==> config.mk <==
export PLATFORM = sky130hd
export DESIGN_NAME = mem_access_bridge
export DESIGN_NICKNAME = d
export VERILOG_FILES = /design/src/rtl/mem_bridge_pkg.sv /design/src/rtl/byte_lane_unit.sv /design/src/rtl/mem_access_bridge.sv
export SDC_FILE = /design/constraint.sdc
export NUM_CORES = 1
export LEC_CHECK = 0
export ABC_AREA = 0
export ABC_CLOCK_PERIOD_IN_PS = 2100
export BUFFER_PORTS_ARGS = -buffer_cell sky130_fd_sc_hd__buf_4
export CAP_MARGIN = 25
export CORE_UTILIZATION = 35
export DETAILED_ROUTE_END_ITERATION = 8
export GPL_ROUTABILITY_DRIVEN = 0
export PLACE_DENSITY = 0.65
export SETUP_SLACK_MARGIN = 0.02
export SLEW_MARGIN = 25
export SYNTH_ARGS = -nofsm -noshare
export SYNTH_HDL_FRONTEND = slang
export SYNTH_SLANG_ARGS = --single-unit
==> constraint.sdc <==
create_clock -name clock -period 2.1 [get_ports clock]
set_clock_uncertainty 0.15 [all_clocks]
set_input_delay 0.42 -clock clock [delete_from_list [all_inputs] [get_ports clock]]
set_output_delay 0.42 -clock clock [all_outputs]
set_load 0.03 [all_outputs]
==> src/rtl/mem_bridge_pkg.sv <==
// Shared definitions for the memory access bridge: size encodings, FSM states
// and little-endian lane helpers.
package mem_bridge_pkg;

    localparam logic [1:0] SZ_WORD = 2'b00;
    localparam logic [1:0] SZ_HALF = 2'b01;
    localparam logic [1:0] SZ_BYTE = 2'b10;

    typedef enum logic [2:0] {
        StIdle,
        StErr,
        StWr,
        StRdWait,
        StCapture,
        StRmwWr
    } bridge_state_e;

    // Illegal size or an offset not aligned to the access size.
    function automatic logic access_err(input logic [1:0] size, input logic [1:0] off);
        logic bad;
        case (size)
            SZ_WORD: bad = (off != 2'b00);
            SZ_HALF: bad = off[0];
            SZ_BYTE: bad = 1'b0;
            default: bad = 1'b1;
        endcase
        return bad;
    endfunction

    function automatic logic [7:0] lane_byte(input logic [31:0] word, input logic [1:0] k);
        logic [7:0] b;
        case (k)
            2'd0:    b = word[7:0];
            2'd1:    b = word[15:8];
            2'd2:    b = word[23:16];
            default: b = word[31:24];
        endcase
        return b;
    endfunction

    function automatic logic [15:0] lane_half(input logic [31:0] word, input logic j);
        logic [15:0] h;
        if (j) begin
            h = word[31:16];
        end else begin
            h = word[15:0];
        end
        return h;
    endfunction

endpackage

==> src/rtl/byte_lane_unit.sv <==
// Combinational lane logic: extracts/extends a load lane from a memory word and
// merges sub-word store data into an old word.
module byte_lane_unit
    import mem_bridge_pkg::*;
(
    input  logic [31:0] word_i,
    input  logic [31:0] wdata_i,
    input  logic [1:0]  off_i,
    input  logic [1:0]  size_i,
    input  logic        uns_i,
    output logic [31:0] load_o,
    output logic [31:0] merge_o
);

    logic [7:0]  byte_sel;
    logic [15:0] half_sel;
    logic        byte_ext;
    logic        half_ext;

    always_comb begin
        byte_sel = lane_byte(word_i, off_i);
        half_sel = lane_half(word_i, off_i[1]);
        byte_ext = ~uns_i & byte_sel[7];
        half_ext = ~uns_i & half_sel[15];
        load_o   = word_i;
        case (size_i)
            SZ_BYTE: load_o = {{24{byte_ext}}, byte_sel};
            SZ_HALF: load_o = {{16{half_ext}}, half_sel};
            default: load_o = word_i;
        endcase
    end

    always_comb begin
        merge_o = word_i;
        case (size_i)
            SZ_BYTE: begin
                case (off_i)
                    2'd0:    merge_o[7:0]   = wdata_i[7:0];
                    2'd1:    merge_o[15:8]  = wdata_i[7:0];
                    2'd2:    merge_o[23:16] = wdata_i[7:0];
                    default: merge_o[31:24] = wdata_i[7:0];
                endcase
            end
            SZ_HALF: begin
                if (off_i[1]) begin
                    merge_o[31:16] = wdata_i[15:0];
                end else begin
                    merge_o[15:0] = wdata_i[15:0];
                end
            end
            default: merge_o = wdata_i;
        endcase
    end

endmodule

==> src/rtl/mem_access_bridge.sv <==
// Sequences one datapath load/store into word-wide synchronous memory cycles,
// using read-modify-write for sub-word stores and flagging misaligned accesses.
module mem_access_bridge
    import mem_bridge_pkg::*;
#(
    parameter int unsigned MEM_LAT = 1
) (
    input  logic        clock,
    input  logic        reset,
    input  logic        req,
    input  logic        wr,
    input  logic [1:0]  size,
    input  logic        uns,
    input  logic [31:0] addr,
    input  logic [31:0] wdata,
    output logic [31:0] rdata,
    output logic        done,
    output logic        err,
    output logic        busy,
    output logic [31:0] mem_addr,
    output logic        mem_wr,
    output logic [31:0] mem_din,
    input  logic [31:0] mem_dout
);

    // RD_WAIT spans MEM_LAT+1 cycles: one to present the address, MEM_LAT to read.
    localparam logic [1:0] LatLast = 2'(MEM_LAT);

    bridge_state_e state_q, state_d;
    logic [1:0]    cnt_q, cnt_d;
    logic [31:0]   addr_q, addr_d;
    logic [31:0]   wdata_q, wdata_d;
    logic          wr_q, wr_d;
    logic [1:0]    size_q, size_d;
    logic          uns_q, uns_d;
    logic [31:0]   rdata_q, rdata_d;
    logic [31:0]   din_q, din_d;

    logic [31:0]   load_word;
    logic [31:0]   merge_word;

    byte_lane_unit u_lane (
        .word_i  (mem_dout),
        .wdata_i (wdata_q),
        .off_i   (addr_q[1:0]),
        .size_i  (size_q),
        .uns_i   (uns_q),
        .load_o  (load_word),
        .merge_o (merge_word)
    );

    always_comb begin
        state_d = state_q;
        cnt_d   = cnt_q;
        addr_d  = addr_q;
        wdata_d = wdata_q;
        wr_d    = wr_q;
        size_d  = size_q;
        uns_d   = uns_q;
        rdata_d = rdata_q;
        din_d   = din_q;

        case (state_q)
            StIdle: begin
                if (req) begin
                    addr_d  = addr;
                    wdata_d = wdata;
                    wr_d    = wr;
                    size_d  = size;
                    uns_d   = uns;
                    cnt_d   = 2'd0;
                    if (access_err(size, addr[1:0])) begin
                        state_d = StErr;
                    end else if (wr && (size == SZ_WORD)) begin
                        din_d   = wdata;
                        state_d = StWr;
                    end else begin
                        state_d = StRdWait;
                    end
                end
            end
            StRdWait: begin
                if (cnt_q == LatLast) begin
                    if (wr_q) begin
                        din_d   = merge_word;
                        state_d = StRmwWr;
                    end else begin
                        rdata_d = load_word;
                        state_d = StCapture;
                    end
                end else begin
                    cnt_d = cnt_q + 2'd1;
                end
            end
            StErr, StWr, StCapture, StRmwWr: begin
                state_d = StIdle;
            end
            default: begin
                state_d = StIdle;
            end
        endcase
    end

    always_comb begin
        done   = 1'b0;
        err    = 1'b0;
        mem_wr = 1'b0;
        case (state_q)
            StErr: begin
                done = 1'b1;
                err  = 1'b1;
            end
            StWr, StRmwWr: begin
                done   = 1'b1;
                mem_wr = ~reset;
            end
            StCapture: begin
                done = 1'b1;
            end
            default: begin
                done = 1'b0;
            end
        endcase
    end

    assign busy     = (state_q != StIdle);
    assign rdata    = rdata_q;
    assign mem_din  = din_q;
    assign mem_addr = {addr_q[31:2], 2'b00};

    always_ff @(posedge clock) begin
        if (reset) begin
            state_q <= StIdle;
            cnt_q   <= 2'd0;
            addr_q  <= 32'd0;
            wdata_q <= 32'd0;
            wr_q    <= 1'b0;
            size_q  <= 2'b00;
            uns_q   <= 1'b0;
            rdata_q <= 32'd0;
            din_q   <= 32'd0;
        end else begin
            state_q <= state_d;
            cnt_q   <= cnt_d;
            addr_q  <= addr_d;
            wdata_q <= wdata_d;
            wr_q    <= wr_d;
            size_q  <= size_d;
            uns_q   <= uns_d;
            rdata_q <= rdata_d;
            din_q   <= din_d;
        end
    end

endmodule

# Word-level counts from Yosys, hierarchy flattened
# Index checks and enable logic that the tools add are counted.
[word_totals] ff_bits=137 in_bits=103 out_inout_bits=100 wordCells=79
[classes] n_addsub=1 eq_ne=18 mux=31 bitwise=5 n_reduce_logical=15
[op_table] cell="$pmux 32 s2" n=3
[op_table] cell="$mux 32" n=5
[op_table] cell="$mux 16" n=3
[op_table] cell="$mux 8" n=4
[op_table] cell="$pmux 8 s3" n=1
[op_table] cell="$ne 2x2->1 const B" n=6
[op_table] cell="$eq 2x1->1 const B" n=4
[op_table] cell="$mux 1" n=7
[op_table] cell="$eq 2x2->1 const B" n=3
[op_table] cell="$eq 3x2->1 const B" n=2
[op_table] cell="$eq 3x3->1 const B" n=2
[op_table] cell="$mux 2" n=3
[op_table] cell="$mux 3" n=2
[op_table] cell="$pmux 3 s2" n=1
[op_table] cell="$reduce_and 3->1" n=2
[op_table] cell="$reduce_and 6->1" n=1
[op_table] cell="$logic_not 2->1" n=2
[op_table] cell="$pmux 2 s2" n=1
[op_table] cell="$reduce_and 2->1" n=2
[op_table] cell="$reduce_bool 2->1" n=2
[op_table] cell="$reduce_or 4->1" n=1
[op_table] cell="$eq 3x1->1 const B" n=1
[op_table] cell="$logic_not 3->1" n=1
[op_table] cell="$not 1->1" n=3
[op_table] cell="7 further kinds" n=8

# Depth between registers and ports, before layout
[depth] ltp_word=7 mapped_depth=8 depth_no_buf=6

# Cells and area by module
# A second synthesis with hierarchy kept.
[unflattened] cells_unflattened=904 hier_area_um2=7455.9
[by_module_without_submodules] module="mem_access_bridge" instances=1 cells_per_inst=693 area_each_um2=5850.6 seq_area_each_um2=2742.6
[by_module_without_submodules] module="byte_lane_unit" instances=1 cells_per_inst=211 area_each_um2=1605.3 seq_area_each_um2=0.0

# Worst setup path after synthesis
# OpenSTA, ideal clock, no wires.
[synth_path] path_kind="input -> output" startpoint="in reset" endpoint="out mem_wr" t_arrival_ns=1.549 required_ns=1.530 path_slack_ns=-0.019 cell_stages=4 path_buffers=3 path_cell_list="clkbuf_1 clkbuf_1 clkbuf_1 a21oi_1"
[synth_via] elab_chain_len=2
[synth_lines] item="start, declared" line_no="mem_access_bridge.sv:9" rtl="input logic reset,"
[synth_lines] item="$not 1->1" line_no="mem_access_bridge.sv:115" rtl="mem_wr = ~reset;"
[synth_lines] item="$mux 1" line_no="mem_access_bridge.sv:108" rtl="case (state_q)"
[synth_lines] item="end, declared" line_no="mem_access_bridge.sv:21" rtl="output logic mem_wr,"
# Every way passes these cells.

# Final worst setup path
[layout_path] startpoint="reg state_q[1]" endpoint="out mem_wr"
[layout_via] elab_chain_len=3 word_cells_on_any_way=4 classes_between="2 x eq/ne; 1 x mux; 1 x reduce/logical"
[layout_lines] item="start, declared" line_no="mem_access_bridge.sv:29" rtl="bridge_state_e state_q, state_d;"
[layout_lines] item="start signal, assigned" line_no="mem_access_bridge.sv:133" rtl="state_q <= StIdle;"
[layout_lines] item="start signal, assigned" line_no="mem_access_bridge.sv:143" rtl="state_q <= state_d;"
[layout_lines] item="$eq 3x2->1 / $eq 3x3->1 (equally long branches)" line_no="mem_access_bridge.sv:108"
[layout_lines] item="$reduce_or 2->1 (*)" line_no="mem_access_bridge.sv:108"
[layout_lines] item="$mux 1 (*)" line_no="mem_access_bridge.sv:108"
# Mark *: on every way between the ends. The rest lies on a longest branch, timed or not.

==> flow_summary.ini <==
[final_layout]
diodes = 0
fillers = 1962
multi_input_area_um2 = 3690
drive_gt1_share_pct = 30.1
area_growth_pct = 33.4
seqCellArea_um2 = 2750
final_nets = 1155

[route]
antenna_left = 0
wire_per_inst_um = 17.9
avgViaCountPerCell = 5.37
vias = 7123
dr.pass1.iters = 5
first_iter_violations = 610
drcViolationCount = 0
routed_wl_mm = 23.7

[power_and_ir_drop]
p_leak_nw = 3.73
powerDensity_nw_per_um2 = 729
peakVddDrop_mv = 0.556

[sta]
finalHoldViolCount = 0
fin_crit_sh_pct = 95.0
slew_headroom_pct = 63.9
period_needed_ns = 2.00
max_freq_mhz = 501
rsz0062_at_grt = false
finalSetupViolations = 0
finalMaxSlewViolations = 0
tightest_slew_ns = 0.542
tns_ns = 0
fin_ws_ns = 0.105

[synth]
ys_top_cells_by_area = dfxtp_1 39%, nand2_1 9.0%, a21oi_1 8.3%, a211oi_1 5.2%, clkbuf_1 4.2%
synthArstFlopShare_pct = 0
syn_area_um2 = 7040
syn_inst = 909
synth.top_cell.area_share_pct = 39.0
synth_seq_cells = 137
ys_warn_count = 0
seq_area_frac_synth_pct = 39.0
synth.largest_area_cell = dfxtp_1
synth_edf_count = 0
syn_avg_cell_area_um2 = 7.74
synth_ff_type = dfxtp_1
synth_cell_types = 49

[setup_path]
crit_fanout = 6
setup.worst_path.start_class = register
worstSetupPathType = register to output port
cp_data_required_time_ns = 1.53
cp.arrival_ns = 1.43
worstSetupEndpointType = output port

[global_routing]
grt-ovfl-total = 0
grt_pass1_wl_mm = 35.6
grt_pass1_vias = 6373
antenna_found_initial = 0
grtUsageTotal_pct = 22.8
grt_max_degree = 68

[floorplan]
initial_core_util_pct = 35.9
die_area_um2 = 20700
rows = 51
ios = 203
die_width_um = 144
core_um2 = 19600
die_h_um = 144

[outcome]
status = complete, no violations

[job]
drv_cap = 0

[hold_path]
worstHoldPathType = input port to register

[clock_tree]
cts_buffers = 17
cts_root_buf = clkbuf_16
htreeDepth = 4
cts_hold_buffers = 0
clkTransAtPathRegs_ns = 0.06
cts_tree = yes
clk_latency_ns = 0.42
clock_sinks = 137
clockBufferDepth = 2

[place]
pre_cts_slack_ns = 0.0521
hpwlAfterDp_mm = 16.8
io_buffers = 200
-- routing by layer --
| metal | up-vias | track usage, % | share of wire, % | wire length (um) |
|---|---|---|---|---|
| met5 | - | 0 | 0 | 0 |
| met4 | 0 | 9.07 | 1.9 | 446 |
| met3 | 27 | 5.16 | 8.2 | 1940 |
| met2 | 316 | 34.6 | 45 | 10600 |
| met1 | 3315 | 31.0 | 45 | 10700 |
| li1 | 3465 | - | - | - |
-- power by group --
group / internal, mW / switching, mW
Sequential: 2.69 / 0.0811
Clock: 1.80 / 1.17
Combinational: 0.438 / 0.659
-- repair_timing --
item,in CTS,in global routing
gates resized for setup,0,19
hold endpoints to repair,0,0
endpoints found under the setup margin,0,44
setup buffers,0,1
-- path summary, 6_finish.rpt --
check | startpoint | end | slack (ns) | depth (start not counted)
max | state_q[1]$_SDFFE_PP0P_ | mem_wr | 0.10 | 4
min | addr[17] | addr_q[17]$_SDFFE_PP0P_ | 0.09 | 3
max reg2reg | state_q[2]$_SDFFE_PP0P_ | state_q[0]$_SDFFE_PP0P_ | 0.14 | 5
min reg2reg | wdata_q[27]$_SDFFE_PP0P_ | wdata_q[27]$_SDFFE_PP0P_ | 0.30 | 2
-- worst max-delay path, stage by stage, from the launching register on --
cell and delay [ns]:
dfxtp_2 0.35, buf_4 0.16, nand3b_1 0.17, a21oi_2 0.18, buf_6 0.15
-- through the flow --
| step | util (%) | power [mW] | std cells | hold WS (ns) | cell area [um2] |
|---|---|---|---|---|---|
| floorplan | - | 3.44 | 910 | 0.283 | 7040 |
| global route | 47.9 | 7.11 | 1326 | 0.0752 | 9390 |
| detailed placement | 44.4 | 3.88 | 1293 | 0.294 | 8710 |
| CTS | 47.4 | 6.85 | 1324 | 0.0699 | 9290 |
| global placement | 44.4 | 3.87 | 1293 | 0.292 | 8710 |
| finish | 47.9 | 6.85 | 1326 | 0.0890 | 9390 |
-- layout by cell type (no fill, tap or decap), types with 18 or more instances in the layout --
cell type / synthesis / layout
a211oi_1: 49 / 48
inv_1: 22 / 21
buf_4: 32 / 233
nand3b_1: 18 / 18
clkbuf_16: 0 / 18
nand2_1: 168 / 168
nor2_1: 72 / 70
dfxtp_1: 137 / 135
a21oi_1: 116 / 115
o211ai_1: 23 / 23
o21ai_0: 32 / 32
-- final cells by class --
class	count	share of cell area (%)
inverter	22	0.880
timing repair buffer	244	20.8
clock buffer	20	4.86
tap	265	3.53
sequential	137	29.2
clock inverter	11	1.32
multi-input combinational	627	39.3
-- cells in the mapped netlist, drive strengths merged (2+ instances only) --
library cell / number
nor2: 72
a221oi: 16
ha: 3
and3: 8
mux2i: 2
nor3: 2
nand2: 168
dfxtp: 137
a21boi: 8
a211oi: 49
o2111ai: 8
nor2b: 4
clkbuf: 78
a311oi: 7
nand4b: 8
inv: 22
nor3b: 2
a21oi: 116
o21a: 2
a21o: 17
o41ai: 16
a31o: 8
o211ai: 23
nand3b: 18
o21ai: 32
mux2: 15
nand2b: 5
buf: 46
-- state kept, by name, summed over array words and instances (netlist names) --
name,cells
addr_q,32
cnt_q,2
mem_din,32
rdata,32
size_q,2
state_q,3
uns_q,1
wdata_q,32
wr_q,1
-- logic make-up (layout without fill, tap and decap cells) --
kind of cell	after synthesis	count (layout)	synth area share (%)
compound gates	310	310	29.4
simple gates	294	294	18.6
buf+inv	146	297	9.66
flops	137	137	39.0
mux	17	17	2.68
fa+ha+maj	3	3	0.533
other cells	1	2	0.0533
xor+xnor	1	1	0.124
No activity file was read; power rests on OpenSTA's default activity.
